File: src/rtl/rz_tx_scheduler.sv
// Round-robin scheduler that feeds one payload at a time to an RZ UART transmitter; RZ_TX_SCHED_STATS_EN adds frame_count.
// Latency: accept in cycle N -> tx_valid in N+1 -> next accept no earlier than N+FRAME_CYCLES+1.
// Backpressure: req_ready is only offered in IDLE with sched_en high; a frame in flight always runs to completion.
module rz_tx_scheduler #(
    parameter int DATA_WIDTH   = 8,
    parameter int NUM_REQ      = 4,
    parameter int FRAME_CYCLES = 10
) (
    input  logic                          tx_clk,
    input  logic                          reset_n,
    input  logic                          sched_en,
    input  logic [NUM_REQ-1:0]            req_valid,
    input  logic [NUM_REQ*DATA_WIDTH-1:0] req_data,
    output logic [NUM_REQ-1:0]            req_ready,
    output logic                          tx_valid,
    output logic [DATA_WIDTH-1:0]         tx_data,
    output logic [$clog2(NUM_REQ)-1:0]    grant_id,
    output logic                          busy
`ifdef RZ_TX_SCHED_STATS_EN
    ,
    output logic [15:0]                   frame_count
`endif
);
    localparam int IDW = $clog2(NUM_REQ);
    localparam int CW  = $clog2(FRAME_CYCLES);

    typedef enum logic [1:0] {IDLE, ISSUE, HOLD} state_t;

    state_t                state;
    logic [IDW-1:0]        last_ptr;
    logic [CW-1:0]         hold_cnt;
    logic                  win_found;
    logic [IDW-1:0]        win_idx;
    logic [DATA_WIDTH-1:0] win_data;
    logic                  accept;

    // Search upward from the requester after the last grant, wrapping modulo NUM_REQ.
    always_comb begin
        win_found = 1'b0;
        win_idx   = '0;
        for (int k = 1; k <= NUM_REQ; k++) begin
            logic [IDW-1:0] cand;
            cand = IDW'((int'(last_ptr) + k) % NUM_REQ);
            if (!win_found && req_valid[cand]) begin
                win_found = 1'b1;
                win_idx   = cand;
            end
        end
    end

    always_comb begin
        win_data = '0;
        for (int i = 0; i < NUM_REQ; i++) begin
            if (IDW'(i) == win_idx) begin
                win_data = req_data[i*DATA_WIDTH +: DATA_WIDTH];
            end
        end
    end

    assign accept    = (state == IDLE) && sched_en && win_found;
    assign req_ready = (accept && reset_n) ? (NUM_REQ'(1) << win_idx) : '0;

    always_ff @(posedge tx_clk or negedge reset_n) begin
        if (!reset_n) begin
            state    <= IDLE;
            tx_valid <= 1'b0;
            tx_data  <= '0;
            grant_id <= '0;
            busy     <= 1'b0;
            hold_cnt <= '0;
            last_ptr <= IDW'(NUM_REQ - 1);
`ifdef RZ_TX_SCHED_STATS_EN
            frame_count <= '0;
`endif
        end else begin
            tx_valid <= 1'b0;
            case (state)
                IDLE: begin
                    if (accept) begin
                        state    <= ISSUE;
                        tx_valid <= 1'b1;
                        tx_data  <= win_data;
                        grant_id <= win_idx;
                        last_ptr <= win_idx;
                        busy     <= 1'b1;
`ifdef RZ_TX_SCHED_STATS_EN
                        frame_count <= frame_count + 16'd1;
`endif
                    end
                end
                ISSUE: begin
                    state    <= HOLD;
                    hold_cnt <= CW'(FRAME_CYCLES - 1);
                end
                HOLD: begin
                    // Last HOLD cycle: the frame has occupied the line for FRAME_CYCLES cycles.
                    if (hold_cnt == CW'(1)) begin
                        state    <= IDLE;
                        hold_cnt <= '0;
                        busy     <= 1'b0;
                    end else begin
                        hold_cnt <= hold_cnt - CW'(1);
                    end
                end
                default: state <= IDLE;
            endcase
        end
    end
endmodule
File: config.mk
export PLATFORM = sky130hd
export DESIGN_NAME = rz_tx_scheduler
export DESIGN_NICKNAME = d
export VERILOG_FILES = /design/src/rtl/rz_tx_scheduler.sv
export SDC_FILE = /design/constraint.sdc
export NUM_CORES = 1
export LEC_CHECK = 0
export ABC_AREA = 0
export CAP_MARGIN = 20
export CORE_AREA = 2 2 56 58
export DETAILED_ROUTE_END_ITERATION = 12
export DIE_AREA = 0 0 58 60
export PLACE_DENSITY = 0.89
export SETUP_SLACK_MARGIN = 0.3
export SLEW_MARGIN = 10
export SYNTH_ARGS = -nofsm -noshare
export SYNTH_HDL_FRONTEND = slang
export SYNTH_SLANG_ARGS = --single-unit
File: constraint.sdc
create_clock -name tx_clk -period 5 [get_ports tx_clk]
set_clock_uncertainty 0.2 [all_clocks]
set_input_delay 1 -clock tx_clk [delete_from_list [all_inputs] [get_ports tx_clk]]
set_output_delay 1 -clock tx_clk [all_outputs]
set_load 0.02 [all_outputs]
==> metrics, run 1 <==
Placer Congestion 0.804; Worst Path Buf+Inv 3; Hold Fails Final Rpt 0; die area 0.00348 sq mm; Initial Util 0.420; Area Growth Syn to Fin 49.8%; sequential area share after synthesis 0.413; Worst path slowest cell or4_1; Post-Synth XOR/XNOR Area 0; Fin Setup TNS 0 ns; min Tclk post-route 4.39 ns; relative slew slack 0.769; Leak 0.000801 uW; 1st-iter DRT viols 66; Core Footprint 0.00290 sq mm; Synth Area in Adders 0.0513; DP HPWL 2790 um; post-synthesis mux area share 0.142; post-route ant nets 0; share of cells above drive strength 1 0.0843; GRT Util Overall 0.199; CP top delay family buffers and inverters; Synth Register Bits 20; Max-cap violations 0; vias in the first global route 1126; Crit Path Max Fanout 14; # Post-CTS Setup Buffers 0; final setup fails 0; WS Path Type in -> out; RSZ-0062 raised after global routing false; vias 1156; CTS sink count 20; Hold WC Path Type reg -> reg; DRT Pass-1 Iters 4; count of cell types in the netlist 33; Nets 223; Achievable Freq 228 MHz; VDD IR max 337 uV; clk buf depth 2; wire length of the first global-routing pass 5220 um; CP arrival 3.19 ns; Finished Cell Area 0.00183 sq mm; Worst path max stage delay 0.57 ns; crit path launch type primary input; CTS Buf Count 3; synthesis warning total 0; most frequent CP cell clkdlybuf4s50_1; Worst setup EP type output pin; fin crit share 0.878; final slew viol count 0; IO Count 55; Hold-fix buffers, CTS 0; Rows 20; Resize count post-CTS 0; clock transition at the registers of the reported paths 0.11 ns; clk_lat worst skew 0.31 ns; Syn Inst Count 123; commonest non-fill, non-tap cell in the layout clkdlybuf4s50_1; largest family of logic cells by synthesized area compound AO/OA/AOI/OAI gates; initial antenna violation count 0; clk root buf clkbuf_4; Die X 58 um; post-place instance area 0.00177 sq mm; most frequent cells in the layout 54 x clkdlybuf4s50_1, 18 x dfrtp_1, 15 x mux2i_1; DR WL/cell 16.4 um; Required @ worst endpoint 3.80 ns; post-synthesis net count 167; simple-gate area share of the yosys netlist 0.148; post-route DRC violation count 0; diodes inserted 0; Buffers on Ports 54; DRT Wirelength 3470 um; pwr dens 520 mW/mm^2; synthesized area 0.00122 sq mm; Via-to-Cell Ratio 5.48; CTS tree yes; pin count of the biggest net entering global routing 21; status finished clean; CP Cell Sequence clkdlybuf4s50_1 -> or4_1 -> nand3_2 -> inv_2 -> nand3_1 -> a211oi_1 -> clkdlybuf4s50_1; Overflow after GRT 0; H-Tree Depth 1; worst slew pin tran 0.344 ns; Die Height 60 um; Synth Area in Compound Gates 0.187; Synth Area per Inst 9.91 sq um
-- area by class of cell --
| type | instances | area (sq um) |
|---|---|---|
| multi-input cells | 90 | 643 |
| flip-flops and latches | 20 | 503 |
| repair buffers | 56 | 556 |
| inverters | 8 | 30.0 |
| fillers | 245 | 1080 |
| well taps | 33 | 41.3 |
| clock buffers | 3 | 22.5 |
| clock inverters | 1 | 30.0 |
-- kinds of logic after synthesis --
kind of cell    Yosys count
compound gates           33
fa+ha+maj                 5
mux                      17
simple gates             35
buf+inv                  13
flops                    20
-- worst register-to-register path, stage by stage, from the launching register on --
cell,delay (ns)
dfstp_2,0.61
nand3b_1,0.10
a31oi_2,0.21
buf_4,0.32
mux2_2,0.39
o22ai_1,0.13
a21oi_1,0.06
-- Yosys cell counts --
cell type | instances | area share
mux2_2 | 2 | 0.018
buf_2 | 1 | 0.0041
nor2b_1 | 1 | 0.0051
nor2_1 | 5 | 0.015
a21o_1 | 3 | 0.018
inv_1 | 7 | 0.022
nor3_1 | 2 | 0.0082
a211oi_1 | 1 | 0.0062
and4b_1 | 1 | 0.0082
nand3_2 | 1 | 0.0082
a21oi_1 | 5 | 0.021
dfstp_2 | 2 | 0.043
a22o_1 | 1 | 0.0072
o21a_1 | 2 | 0.012
or3b_2 | 1 | 0.0072
a211o_1 | 1 | 0.0072
and2_1 | 2 | 0.010
buf_4 | 2 | 0.012
mux2i_1 | 15 | 0.12
nand3b_1 | 2 | 0.012
a31oi_2 | 1 | 0.010
ha_1 | 5 | 0.051
or4_1 | 1 | 0.0062
o221ai_1 | 6 | 0.043
o21ai_0 | 8 | 0.033
o22ai_1 | 4 | 0.021
a21bo_2 | 1 | 0.0082
nand2_1 | 14 | 0.043
buf_6 | 2 | 0.018
nand3_1 | 2 | 0.0082
nand2b_1 | 3 | 0.015
dfrtp_1 | 18 | 0.37
inv_2 | 1 | 0.0031
-- sequential cells by signal (all words and copies together) (netlist names) --
signal	cells
tx_data	8
hold_cnt	4
grant_id	2
last_ptr	2
state	2
busy	1
tx_valid	1
-- layer usage --
| layer | GRT usage | share of wire | up-vias |
|---|---|---|---|
| li1 | - | - | 557 |
| met1 | 0.258 | 0.40 | 570 |
| met2 | 0.357 | 0.55 | 24 |
| met3 | 0.0238 | 0.036 | 5 |
| met4 | 0.0399 | 0.0084 | 0 |
| met5 | 0 | 0 | - |
-- per-stage QoR --
| step | power [uW] | hold slack, ns | std cells | worst slack, ns | util |
|---|---|---|---|---|---|
| 2_1_floorplan | 625 | 0.272 | 123 | 1.51 | - |
| 3_3_place_gp | 781 | 0.276 | 207 | 0.713 | 0.611 |
| 3_5_place_dp | 817 | 0.285 | 207 | 0.642 | 0.611 |
| 4_1_cts | 949 | 0.310 | 211 | 0.629 | 0.629 |
| 5_1_grt | 1010 | 0.325 | 211 | 0.467 | 0.629 |
| 6_report | 949 | 0.304 | 211 | 0.612 | 0.629 |
-- where the power goes --
group	switching, uW	total [uW]	leakage [uW]	internal, uW
sequential	51.9	293	0.000237	241
combinational	279	523	0.000537	244
clock	52.2	133	0.0000279	81.1
-- final timing paths --
| check | startpoint | end | slack, ns | cells after the start |
|---|---|---|---|---|
| min in group asynchronous | reset_n | tx_data[1] | 0.98 | 2 |
| max in group asynchronous | reset_n | last_ptr[1] | 3.35 | 2 |
| min reg2reg | grant_id[1] | grant_id[1] | 0.30 | 1 |
| min | grant_id[1] | grant_id[1] | 0.30 | 1 |
| max | req_valid[1] | req_ready[2] | 0.61 | 7 |
| max reg2reg | last_ptr[1] | tx_data[7] | 2.89 | 6 |
Note: power is estimated with default switching activity, not from simulation.
==> inputs of run 2 (changes only) <==
--- a/config.mk
+++ b/config.mk
@@ -12,6 +12,7 @@
 export DIE_AREA = 0 0 58 60
 export PLACE_DENSITY = 0.89
 export SETUP_SLACK_MARGIN = 0.3
+export SKIP_LAST_GASP = 1
 export SLEW_MARGIN = 10
 export SYNTH_ARGS = -nofsm -noshare
 export SYNTH_HDL_FRONTEND = slang
==> results of run 2 <==
Same layout as run 1: the final DEF is identical, and so are final timing and power.
==> inputs of run 3 (changes only) <==
--- a/config.mk
+++ b/config.mk
@@ -10,7 +10,7 @@
 export CORE_AREA = 2 2 56 58
 export DETAILED_ROUTE_END_ITERATION = 12
 export DIE_AREA = 0 0 58 60
-export PLACE_DENSITY = 0.89
+export PLACE_DENSITY_LB_ADDON = 0.1
 export SETUP_SLACK_MARGIN = 0.3
 export SKIP_LAST_GASP = 1
 export SLEW_MARGIN = 10
==> run 3 against run 2 <==
  * Utilization shrank 0.91 points
  * Critical path depth is the same
  * Hold slack worse by 0.013 ns
  * Die area stayed put
  * Largest power group unchanged
  * Highest routed layer unchanged
==> metrics, run 3 (synthesis results as in run 1) <==
status finished clean; Achievable Freq 227 MHz (-0.26%); flop2flop setup slack 2.91 ns (+0.02 ns); Worst Path Buf+Inv 3 (unchanged); Setup WS pre-CTS 0.616 ns (-0.0255 ns); hold path startpoint grant_id[1]; clk_lat worst skew 0.29 ns (-0.02 ns); 1st-iter DRT viols 15 (-77%); Area Growth Syn to Fin 47.6%; clk buf depth 2 (unchanged); part of the power in registers 0.331 (+0.023); DRT Wirelength 2930 um (-15%); CP top delay family buffers and inverters; die area 0.00348 sq mm (unchanged); pin count of the biggest net entering global routing 20 (-4.8%); Nets 223 (unchanged); Hold-fix buffers, CTS 0 (unchanged); Finished Cell Area 0.00180 sq mm (-1.4%); DRT Pass-1 Iters 4 (unchanged); Clock Power Share 0.088 (-0.052); Placer Congestion 0.737 (-8.4%); total power 871 uW (-8.3%); most frequent cells in the layout 54 x clkdlybuf4s50_1, 18 x dfrtp_1, 15 x mux2i_1; CTS sink count 20 (unchanged); Max-cap violations 0 (unchanged); worst slew pin tran 0.567 ns (+0.223 ns); wire length of the first global-routing pass 4800 um (-8.1%); post-place instance area 0.00177 sq mm (unchanged); post-route ant nets 0 (unchanged); GRT Util Overall 0.180 (-0.0188); Comb pwr share 0.581 (+0.030); Via-to-Cell Ratio 5.34 (-2.5%); DP HPWL 2330 um (-17%); CP Cell Sequence clkdlybuf4s50_1 -> or4_1 -> nand3_2 -> inv_2 -> nand3_1 -> a211oi_1 -> clkdlybuf4s50_1; diodes inserted 0 (unchanged); Crit Path Max Fanout 14 (unchanged); commonest non-fill, non-tap cell in the layout clkdlybuf4s50_1; placed insts 207 (unchanged); CP arrival 3.20 ns (about the same); DR WL/cell 13.9 um (-15%); IO Count 55 (unchanged); most frequent CP cell clkdlybuf4s50_1; Initial Util 0.420 (unchanged); Overflow after GRT 0 (unchanged); Pint 516 uW (-8.8%); crit path launch type primary input; fin cells 211 (unchanged); fillcell total 265 (+8.2%); WS Path Type in -> out; R2R cell count 6 (unchanged); CTS Buf Count 3 (unchanged); top flop regs tx_data: 8 flops, hold_cnt: 4 flops; Largest register FFs 8 (unchanged); final setup fails 0 (unchanged); Fin Setup TNS 0 ns (unchanged); Core Footprint 0.00290 sq mm (unchanged); RSZ-0062 raised after global routing false; Buffers on Ports 54 (unchanged); Worst path max stage delay 0.64 ns (+0.07 ns); Worst setup EP type output pin; CTS tree yes; min Tclk post-route 4.40 ns (+0.0116 ns); switching share of power 0.407 (+0.00376); post-route DRC violation count 0 (unchanged); Leak 0.000788 uW (-1.6%); Hold Fails Final Rpt 0 (unchanged); Die Height 60 um (unchanged); Die X 58 um (unchanged); share of cells above drive strength 1 0.0787 (-0.00562); vias in the first global route 1095 (-2.8%); R2R Path Start last_ptr[1]; clk root buf clkbuf_4; final slew viol count 0 (unchanged); # Post-CTS Setup Buffers 0 (unchanged); Top reg by flops tx_data; Required @ worst endpoint 3.80 ns (about the same); VDD IR max 263 uV (-22%); relative slew slack 0.621 (-0.148); Worst path slowest cell clkdlybuf4s50_1; r2r endpoint tx_data[7]; clock transition at the registers of the reported paths 0.10 ns (about the same); NetSw 354 uW (-7.4%); crit path setup slack, layout 0.600 ns (-0.0116 ns); initial antenna violation count 0 (unchanged); hold worst-path end grant_id[1]; fin crit share 0.880 (+0.00232); pwr dens 484 mW/mm^2 (-6.9%); Hold Path Depth 1 (unchanged); Rows 20 (unchanged); H-Tree Depth 1 (unchanged); vias 1127 (-2.5%); Hold WC Path Type reg -> reg; Resize count post-CTS 0 (unchanged)
==> run 3: changes by cell type in the layout (fill, tap and decap cells not counted), sizes merged <==
cell | before | now
bufinv | 1 | 0
clkbuf | 3 | 4
==> run 3: through the flow <==
stage,util,hold slack (ns)
final,0.620,0.292
after global routing,0.620,0.323
after CTS,0.620,0.301
after global placement,0.611,0.275
after detailed placement,0.611,0.277
after floorplan,-,0.272
==> run 3: area by class of cell <==
type | instances | area [sq um] | area share
clock buffers | 4 | 26.3 | 0.0146
inverters | 8 | 30.0 | 0.0167
multi-input cells | 90 | 643 | 0.357
flip-flops and latches | 20 | 503 | 0.280
well taps | 33 | 41.3 | 0.0229
repair buffers | 56 | 556 | 0.309
==> run 3: worst max-delay path by stage <==
stage / from / endpoint / slack, ns / cells past startpoint
global route: req_valid[3] / req_ready[2] / 0.40 / 7
floorplan: req_valid[1] / req_ready[2] / 1.51 / 6
CTS: req_valid[3] / req_ready[2] / 0.61 / 7
global placement: req_valid[1] / req_ready[2] / 0.68 / 7
finish: req_valid[3] / req_ready[2] / 0.60 / 7
detailed placement: req_valid[3] / req_ready[2] / 0.62 / 7
==> run 3: power groups by stage <==
stage	Sequential, uW	Clock [uW]	Combinational (uW)
final	288	76.4	506
after global routing	300	86.7	564
after CTS	288	81.6	512
after detailed placement	291	0	511
after global placement	290	0	495
after floorplan	336	0	289
==> run 3: routing by layer <==
layer | vias up | routed length (um) | GRT usage
li1 | 555 | - | -
met1 | 536 | 1290 | 0.237
met2 | 34 | 1460 | 0.302
met3 | 2 | 169 | 0.0346
met4 | 0 | 10 | 0.0532
met5 | - | 0 | 0
